==> config.mk <==
export PLATFORM = sky130hd
export DESIGN_NAME = cipher_uart_tx
export DESIGN_NICKNAME = d
export VERILOG_FILES = /design/src/rtl/cipher_uart_tx.sv
export SDC_FILE = /design/constraint.sdc
export NUM_CORES = 1
export LEC_CHECK = 0
export BUFFER_PORTS_ARGS = -buffer_cell sky130_fd_sc_hd__buf_2
export CAP_MARGIN = 30
export CELL_PAD_IN_SITES_DETAIL_PLACEMENT = 0
export CELL_PAD_IN_SITES_GLOBAL_PLACEMENT = 1
export CORE_UTILIZATION = 52
export DETAILED_ROUTE_END_ITERATION = 8
export PLACE_DENSITY = 0.82
export SETUP_SLACK_MARGIN = 0.4
export SLEW_MARGIN = 15
export SYNTH_ARGS = -nofsm -noshare
export SYNTH_HDL_FRONTEND = slang
export SYNTH_SLANG_ARGS = --single-unit
==> constraint.sdc <==
create_clock -name clk -period 4.27 [get_ports clk]
set_clock_uncertainty 0.05 [all_clocks]
set_input_delay 0.2135 -clock clk [delete_from_list [all_inputs] [get_ports clk]]
set_output_delay 0.2135 -clock clk [all_outputs]
set_load 0.01 [all_outputs]
==> src/rtl/cipher_uart_tx.sv <==
// Ciphertext UART transmitter: byte FIFO fed from the PicoBlaze output port, 8N1 serialiser, status byte and drained irq.
// Define CIPHER_TX_PARITY_EN to insert an even-parity bit between the data bits and the stop bit.
module cipher_uart_tx #(
   parameter int          CLKS_PER_BIT = 5208,
   parameter int          FIFO_AW      = 4,
   parameter logic [7:0]  DATA_PORT    = 8'h10,
   parameter logic [7:0]  CTRL_PORT    = 8'h11
) (
   input  logic       clk,
   input  logic       reset,
   input  logic [7:0] port_id,
   input  logic [7:0] out_port,
   input  logic       write_strobe,
   input  logic       interrupt_ack,
   output logic [7:0] status,
   output logic       irq,
   output logic       tx
);

   // state | meaning
   // IDLE  | line high, waiting for a queued byte
   // START | start bit (low)
   // DATA  | eight data bits, LSB first
   // PARITY| even parity over the data bits (parity build only)
   // STOP  | stop bit (high); chains straight into START if more bytes wait
`ifdef CIPHER_TX_PARITY_EN
   typedef enum logic [2:0] {IDLE, START, DATA, PARITY, STOP} state_t;
`else
   typedef enum logic [1:0] {IDLE, START, DATA, STOP} state_t;
`endif

   localparam int                 DEPTH       = 2**FIFO_AW;
   localparam logic [15:0]        BAUD_RELOAD = 16'(CLKS_PER_BIT - 1);
   localparam logic [FIFO_AW:0]   CNT_ONE     = (FIFO_AW+1)'(1);
   localparam logic [FIFO_AW-1:0] PTR_ONE     = FIFO_AW'(1);

   state_t               state_q, state_d;
   logic [15:0]          baud_q, baud_d;
   logic [2:0]           bit_q, bit_d;
   logic [7:0]           shift_q, shift_d;
   logic                 tx_q, tx_d;
   logic                 irq_q, irq_d;
   logic                 ovf_q, ovf_d;
   logic [FIFO_AW-1:0]   wr_ptr_q, wr_ptr_d;
   logic [FIFO_AW-1:0]   rd_ptr_q, rd_ptr_d;
   logic [FIFO_AW:0]     count_q, count_d;
   logic [7:0]           mem [DEPTH];
`ifdef CIPHER_TX_PARITY_EN
   logic                 parity_q, parity_d;
`endif

   logic full, empty, data_wr, ctrl_wr, baud_done, pop, push_ok, irq_set;

   // count never exceeds DEPTH, so its MSB alone marks full
   assign full      = count_q[FIFO_AW];
   assign empty     = (count_q == '0);
   assign data_wr   = write_strobe && (port_id == DATA_PORT);
   assign ctrl_wr   = write_strobe && (port_id == CTRL_PORT);
   assign baud_done = (baud_q == 16'd0);

   always_comb begin
      state_d  = state_q;
      baud_d   = baud_q;
      bit_d    = bit_q;
      shift_d  = shift_q;
      tx_d     = tx_q;
      irq_d    = irq_q;
      ovf_d    = ovf_q;
      wr_ptr_d = wr_ptr_q;
      rd_ptr_d = rd_ptr_q;
      count_d  = count_q;
      pop      = 1'b0;
      push_ok  = 1'b0;
      irq_set  = 1'b0;
`ifdef CIPHER_TX_PARITY_EN
      parity_d = parity_q;
`endif

      unique case (state_q)
         IDLE: begin
            tx_d = 1'b1;
            if (!empty) begin
               pop     = 1'b1;
               tx_d    = 1'b0;
               baud_d  = BAUD_RELOAD;
               state_d = START;
            end
         end
         START: begin
            baud_d = baud_q - 16'd1;
            if (baud_done) begin
               baud_d  = BAUD_RELOAD;
               tx_d    = shift_q[0];
               shift_d = {1'b0, shift_q[7:1]};
               bit_d   = 3'd0;
               state_d = DATA;
            end
         end
         DATA: begin
            baud_d = baud_q - 16'd1;
            if (baud_done) begin
               baud_d = BAUD_RELOAD;
               if (bit_q == 3'd7) begin
`ifdef CIPHER_TX_PARITY_EN
                  tx_d    = parity_q;
                  state_d = PARITY;
`else
                  tx_d    = 1'b1;
                  state_d = STOP;
`endif
               end else begin
                  tx_d    = shift_q[0];
                  shift_d = {1'b0, shift_q[7:1]};
                  bit_d   = bit_q + 3'd1;
               end
            end
         end
`ifdef CIPHER_TX_PARITY_EN
         PARITY: begin
            baud_d = baud_q - 16'd1;
            if (baud_done) begin
               baud_d  = BAUD_RELOAD;
               tx_d    = 1'b1;
               state_d = STOP;
            end
         end
`endif
         STOP: begin
            baud_d = baud_q - 16'd1;
            if (baud_done) begin
               if (!empty) begin
                  pop     = 1'b1;
                  tx_d    = 1'b0;
                  baud_d  = BAUD_RELOAD;
                  state_d = START;
               end else begin
                  tx_d    = 1'b1;
                  irq_set = 1'b1;
                  state_d = IDLE;
               end
            end
         end
         default: state_d = IDLE;
      endcase

      if (pop) begin
         shift_d  = mem[rd_ptr_q];
         rd_ptr_d = rd_ptr_q + PTR_ONE;
`ifdef CIPHER_TX_PARITY_EN
         parity_d = ^mem[rd_ptr_q];
`endif
      end

      // a pop in the same cycle frees the slot, so a push into a full FIFO still lands
      push_ok = data_wr && (!full || pop);
      if (data_wr && full && !pop) ovf_d = 1'b1;
      if (push_ok) wr_ptr_d = wr_ptr_q + PTR_ONE;

      unique case ({push_ok, pop})
         2'b10:   count_d = count_q + CNT_ONE;
         2'b01:   count_d = count_q - CNT_ONE;
         default: count_d = count_q;
      endcase

      if (ctrl_wr && out_port[0]) ovf_d = 1'b0;
      if (ctrl_wr && out_port[1]) begin
         count_d  = '0;
         rd_ptr_d = wr_ptr_d;
      end

      if (interrupt_ack)  irq_d = 1'b0;
      else if (irq_set)   irq_d = 1'b1;
   end

   always_ff @(posedge clk) begin
      if (reset) begin
         state_q  <= IDLE;
         baud_q   <= 16'd0;
         bit_q    <= 3'd0;
         shift_q  <= 8'd0;
         tx_q     <= 1'b1;
         irq_q    <= 1'b0;
         ovf_q    <= 1'b0;
         wr_ptr_q <= '0;
         rd_ptr_q <= '0;
         count_q  <= '0;
`ifdef CIPHER_TX_PARITY_EN
         parity_q <= 1'b0;
`endif
      end else begin
         state_q  <= state_d;
         baud_q   <= baud_d;
         bit_q    <= bit_d;
         shift_q  <= shift_d;
         tx_q     <= tx_d;
         irq_q    <= irq_d;
         ovf_q    <= ovf_d;
         wr_ptr_q <= wr_ptr_d;
         rd_ptr_q <= rd_ptr_d;
         count_q  <= count_d;
`ifdef CIPHER_TX_PARITY_EN
         parity_q <= parity_d;
`endif
      end
   end

   always_ff @(posedge clk) begin
      if (push_ok) mem[wr_ptr_q] <= out_port;
   end

   assign status = {3'b000, ovf_q, (state_q != IDLE), irq_q, empty, full};
   assign irq    = irq_q;
   assign tx     = tx_q;

endmodule

==> summary.md <==
| Metric | Value |
|---|---|
| Die X | `124 um` |
| Multi-input logic area | `0.00271 mm2` |
| R2R setup slack | `700 ps` |
| FF-to-FF path depth | `12` |
| Final hold violations | `0` |
| Post-Syn Area | `0.00776 mm2` |
| P_leak | `around 3.0 nW` |
| Combinational Power Share | `0.204` |
| R2r endpoint | `count_q[4]$_SDFFE_PP0P_` |
| Number of synthesized flops with an enable pin | `128` |
| Final GP Congestion | `0.815` |
| Max FO, Critical Path | `12` |
| Clk buf depth | `2` |
| Layout cell share with drive strength beyond 1 | `0.214` |
| Clock sink total | `177` |
| Vias in the first global route | `4604` |
| Crit path time final | `3570 ps` |
| Slowest stage delay, CP | `590 ps` |
| Syn avg cell area | `14.1 um2` |
| Top post-synthesis cells by area | `edfxtp_1, dfxtp_1, mux4_2, ha_1, nor2_1` |
| Crit-path leading delay family | `simple AND/OR/NAND/NOR gates` |
| Slew Viols, Final | `0` |
| # fillers | `around 1.1k` |
| DP Wirelength | `around 10000 um` |
| Most common flop cell mapped by yosys | `edfxtp_1` |
| Crit path kind | `reg -> reg` |
| CTS tree | `done` |
| Post-route DRC | `0` |
| Die height | `124 um` |
| Area delta synth->final | `12.0%` |
| Worst Hold Depth | `4` |
| Hold Crit Start | `port_id[0]` |
| Syn. warnings | `0` |
| Placed Cells | `roughly 740` |
| Most common cell after layout, fill and taps aside | `edfxtp_1` |
| CP Capture Type | `register` |
| Via/cell ratio | `about 5.9` |
| Initial antenna violation count | `0` |
| Cell-internal power | `3.18 mW` |
| N_diodes | `0` |
| Launching element type of the critical path | `register` |
| CP most frequent cell | `a21oi_1` |
| Setup tns final | `0 ps` |
| RSZ-0062 raised after global routing | `false` |
| FP Rows | `44` |
| First-pass GRT wire length | `24200 um` |
| Async S/R FF share, synth | `0` |
| Hold EP | `ovf_q$_SDFFE_PP0P_` |
| Clock Latency Late Sink | `around 430 ps` |
| Worst Path Arrival | `3890 ps` |
| Worst setup margin | `696 ps` |
| Tightest slew margin relative to the limit | `0.517` |
| Post-synthesis cell type count | `59` |
| Largest net degree at the start of global routing | `33` |
| GRT overflow | `0` |
| Switching power share of the total | `0.288` |
| Final wirelength | `15300 um` |
| Via count | `between 4k and 5k` |
| Layout Nets | `617` |
| Post-synth top area share | `0.495` |
| Worst slew pin tran | `718 ps` |
| Cell count after synthesis | `549` |
| CTS H-tree lvls | `4` |
| Die Area | `0.0154 mm2` |
| Crit share post-route | `0.837` |
| DRT iter0 DRCs | `368` |
| Status | `complete, no violations` |
| Pwr dens | `about 510 mW/mm2` |
| Crit path buf inv count | `1` |
| DR pass1 iterations | `5` |
| Clk network pwr share | `0.352` |
| Flops & latches, synth | `~180` |
| Worst path required time | `4590 ps` |
| Number of buffers added on ports | `26` |
| Psw | `1.29 mW` |
| I/O pin count | `30` |
| Worst Hold Class | `in -> reg` |
| Clk slew on worst S/H paths | `roughly 70 ps` |
| Final setup fails | `0` |
| Clock buffer count from CTS | `17` |
| Initial core utilization | `0.534` |
| Tot Pwr | `4.47 mW` |
| Setup WS pre-CTS | `551 ps` |
| Root buffer selected by CTS | `clkbuf_16` |
| Finished Layout Cells | `777` |
| Slowest cell on the critical path | `or4_4` |
| Drt wl/cell | `19.6 um` |
| Sequential cell area | `approximately 0.0048 mm2` |
| VDD IR max | `379 uV` |
| Reg2reg start | `baud_q[10]$_SDFFE_PP0P_` |
| F_max | `280 MHz` |
| Number of routed nets with antenna violations | `0` |
| Leading area contributor after synthesis | `edfxtp_1` |
| Critical-path cell list | `or4_4 > nand4b_4 > o41ai_4 > inv_2 > ha_1 > xor2_1 > ha_1 > a21oi_1 > a32o_1 > a21oi_1 > or3_1 > a21oi_1` |
| Sequential Power Share | `0.444` |
| Seq/Total Area, Yosys | `0.622` |
| Maxcap violations | `0` |
| GRT Resource Usage Total | `0.218` |
| Core area | `0.0145 mm2` |
| Post-CTS setup buffers | `0` |
| Most frequent cells in the layout | `edfxtp_1, dfxtp_1, nor2_1` |
[layout make-up]
type	instances	area share
tap	184	0.0265
timing repair buffer	42	0.0288
clock inverter	14	0.0199
inverter	21	0.00907
multi-input combinational	321	0.311
clock buffer	18	0.0494
sequential	177	0.555
[stage by stage]
stage	hold WS, ps	util	cell area [um2]
2_1_floorplan	243	-	7760
3_5_place_dp	337	0.553	8040
4_1_cts	98.6	0.595	8650
5_1_grt	114	0.598	8690
6_report	110	0.598	8690
3_3_place_gp	327	0.553	8040
[worst max path at each step]
stage,from,end,slack (ps),depth (start not counted)
floorplan,baud_q[0]$_SDFFE_PP0P_,count_q[4]$_SDFFE_PP0P_,810,16
global placement,baud_q[0]$_SDFFE_PP0P_,count_q[4]$_SDFFE_PP0P_,680,14
detailed placement,baud_q[0]$_SDFFE_PP0P_,count_q[4]$_SDFFE_PP0P_,550,14
CTS,baud_q[0]$_SDFFE_PP0P_,count_q[4]$_SDFFE_PP0P_,540,14
global route,baud_q[10]$_SDFFE_PP0P_,count_q[4]$_SDFFE_PP0P_,430,12
finish,baud_q[10]$_SDFFE_PP0P_,count_q[4]$_SDFFE_PP0P_,700,12
[registers in the layout, indices dropped and copies added (netlist names), named ones only]
signal / count
shift_q: 8
rd_ptr_q: 4
baud_q: 16
state_q: 2
bit_q: 3
count_q: 5
mem: 128
ovf_q: 1
wr_ptr_q: 4
tx: 1
irq: 1
[repair_timing]
action                                  CTS  global route
endpoints found under the setup margin    0             2
gates resized for setup                   0             3
hold buffers                              1             0
endpoints found under the hold margin     1             0
[tightest hold or removal path, cell delays in order]
cell and delay [ps]:
buf_2 140, nand4_1 80, a21oi_1 60, nor2_1 70
[cells by family after synthesis]
group | Yosys count | synth area share
other cells | 1 | 0.000483
buf+inv | 53 | 0.0332
xor+xnor | 11 | 0.0124
flops | 177 | 0.622
simple gates | 137 | 0.0998
fa+ha+maj | 17 | 0.0274
compound gates | 99 | 0.0852
mux | 54 | 0.120
[cells in the mapped netlist, drive strengths merged, types with 2 or more instances]
cell,instances
edfxtp,128
nor4,8
nor2,45
o22ai,11
a22o,2
a31oi,6
nand4,2
nand3,9
mux2,9
xnor2,3
nand2,12
nor2b,7
mux4,30
a22oi,3
a21oi,29
buf,15
dfxtp,49
nand4b,2
clkbuf,17
or3,11
a221oi,5
xor2,8
o21a,3
or4,2
inv,21
nand2b,10
a211oi,6
o41ai,2
nor4b,6
nor3b,2
a311oi,6
a21o,2
mux2i,15
ha,17
and2,10
o21ai,17
nor3,9
[metal layers]
metal | part of all wire | routed length [um] | track usage
met1 | 0.44 | 6700 | 0.285
met2 | 0.50 | 7580 | 0.357
met3 | 0.045 | 694 | 0.0408
met4 | 0.018 | 280 | 0.0923
met5 | 0 | 0 | 0
[power by group through the flow]
stage | sequential, mW | combinational [mW] | clock, mW
after floorplan | 1.99 | 0.686 | 0
after detailed placement | 2.02 | 0.878 | 0
after global routing | 2.00 | 0.997 | 1.66
after CTS | 1.98 | 0.884 | 1.59
after global placement | 2.01 | 0.865 | 0
final | 1.99 | 0.911 | 1.57
No activity file was read; power rests on OpenSTA's default activity.
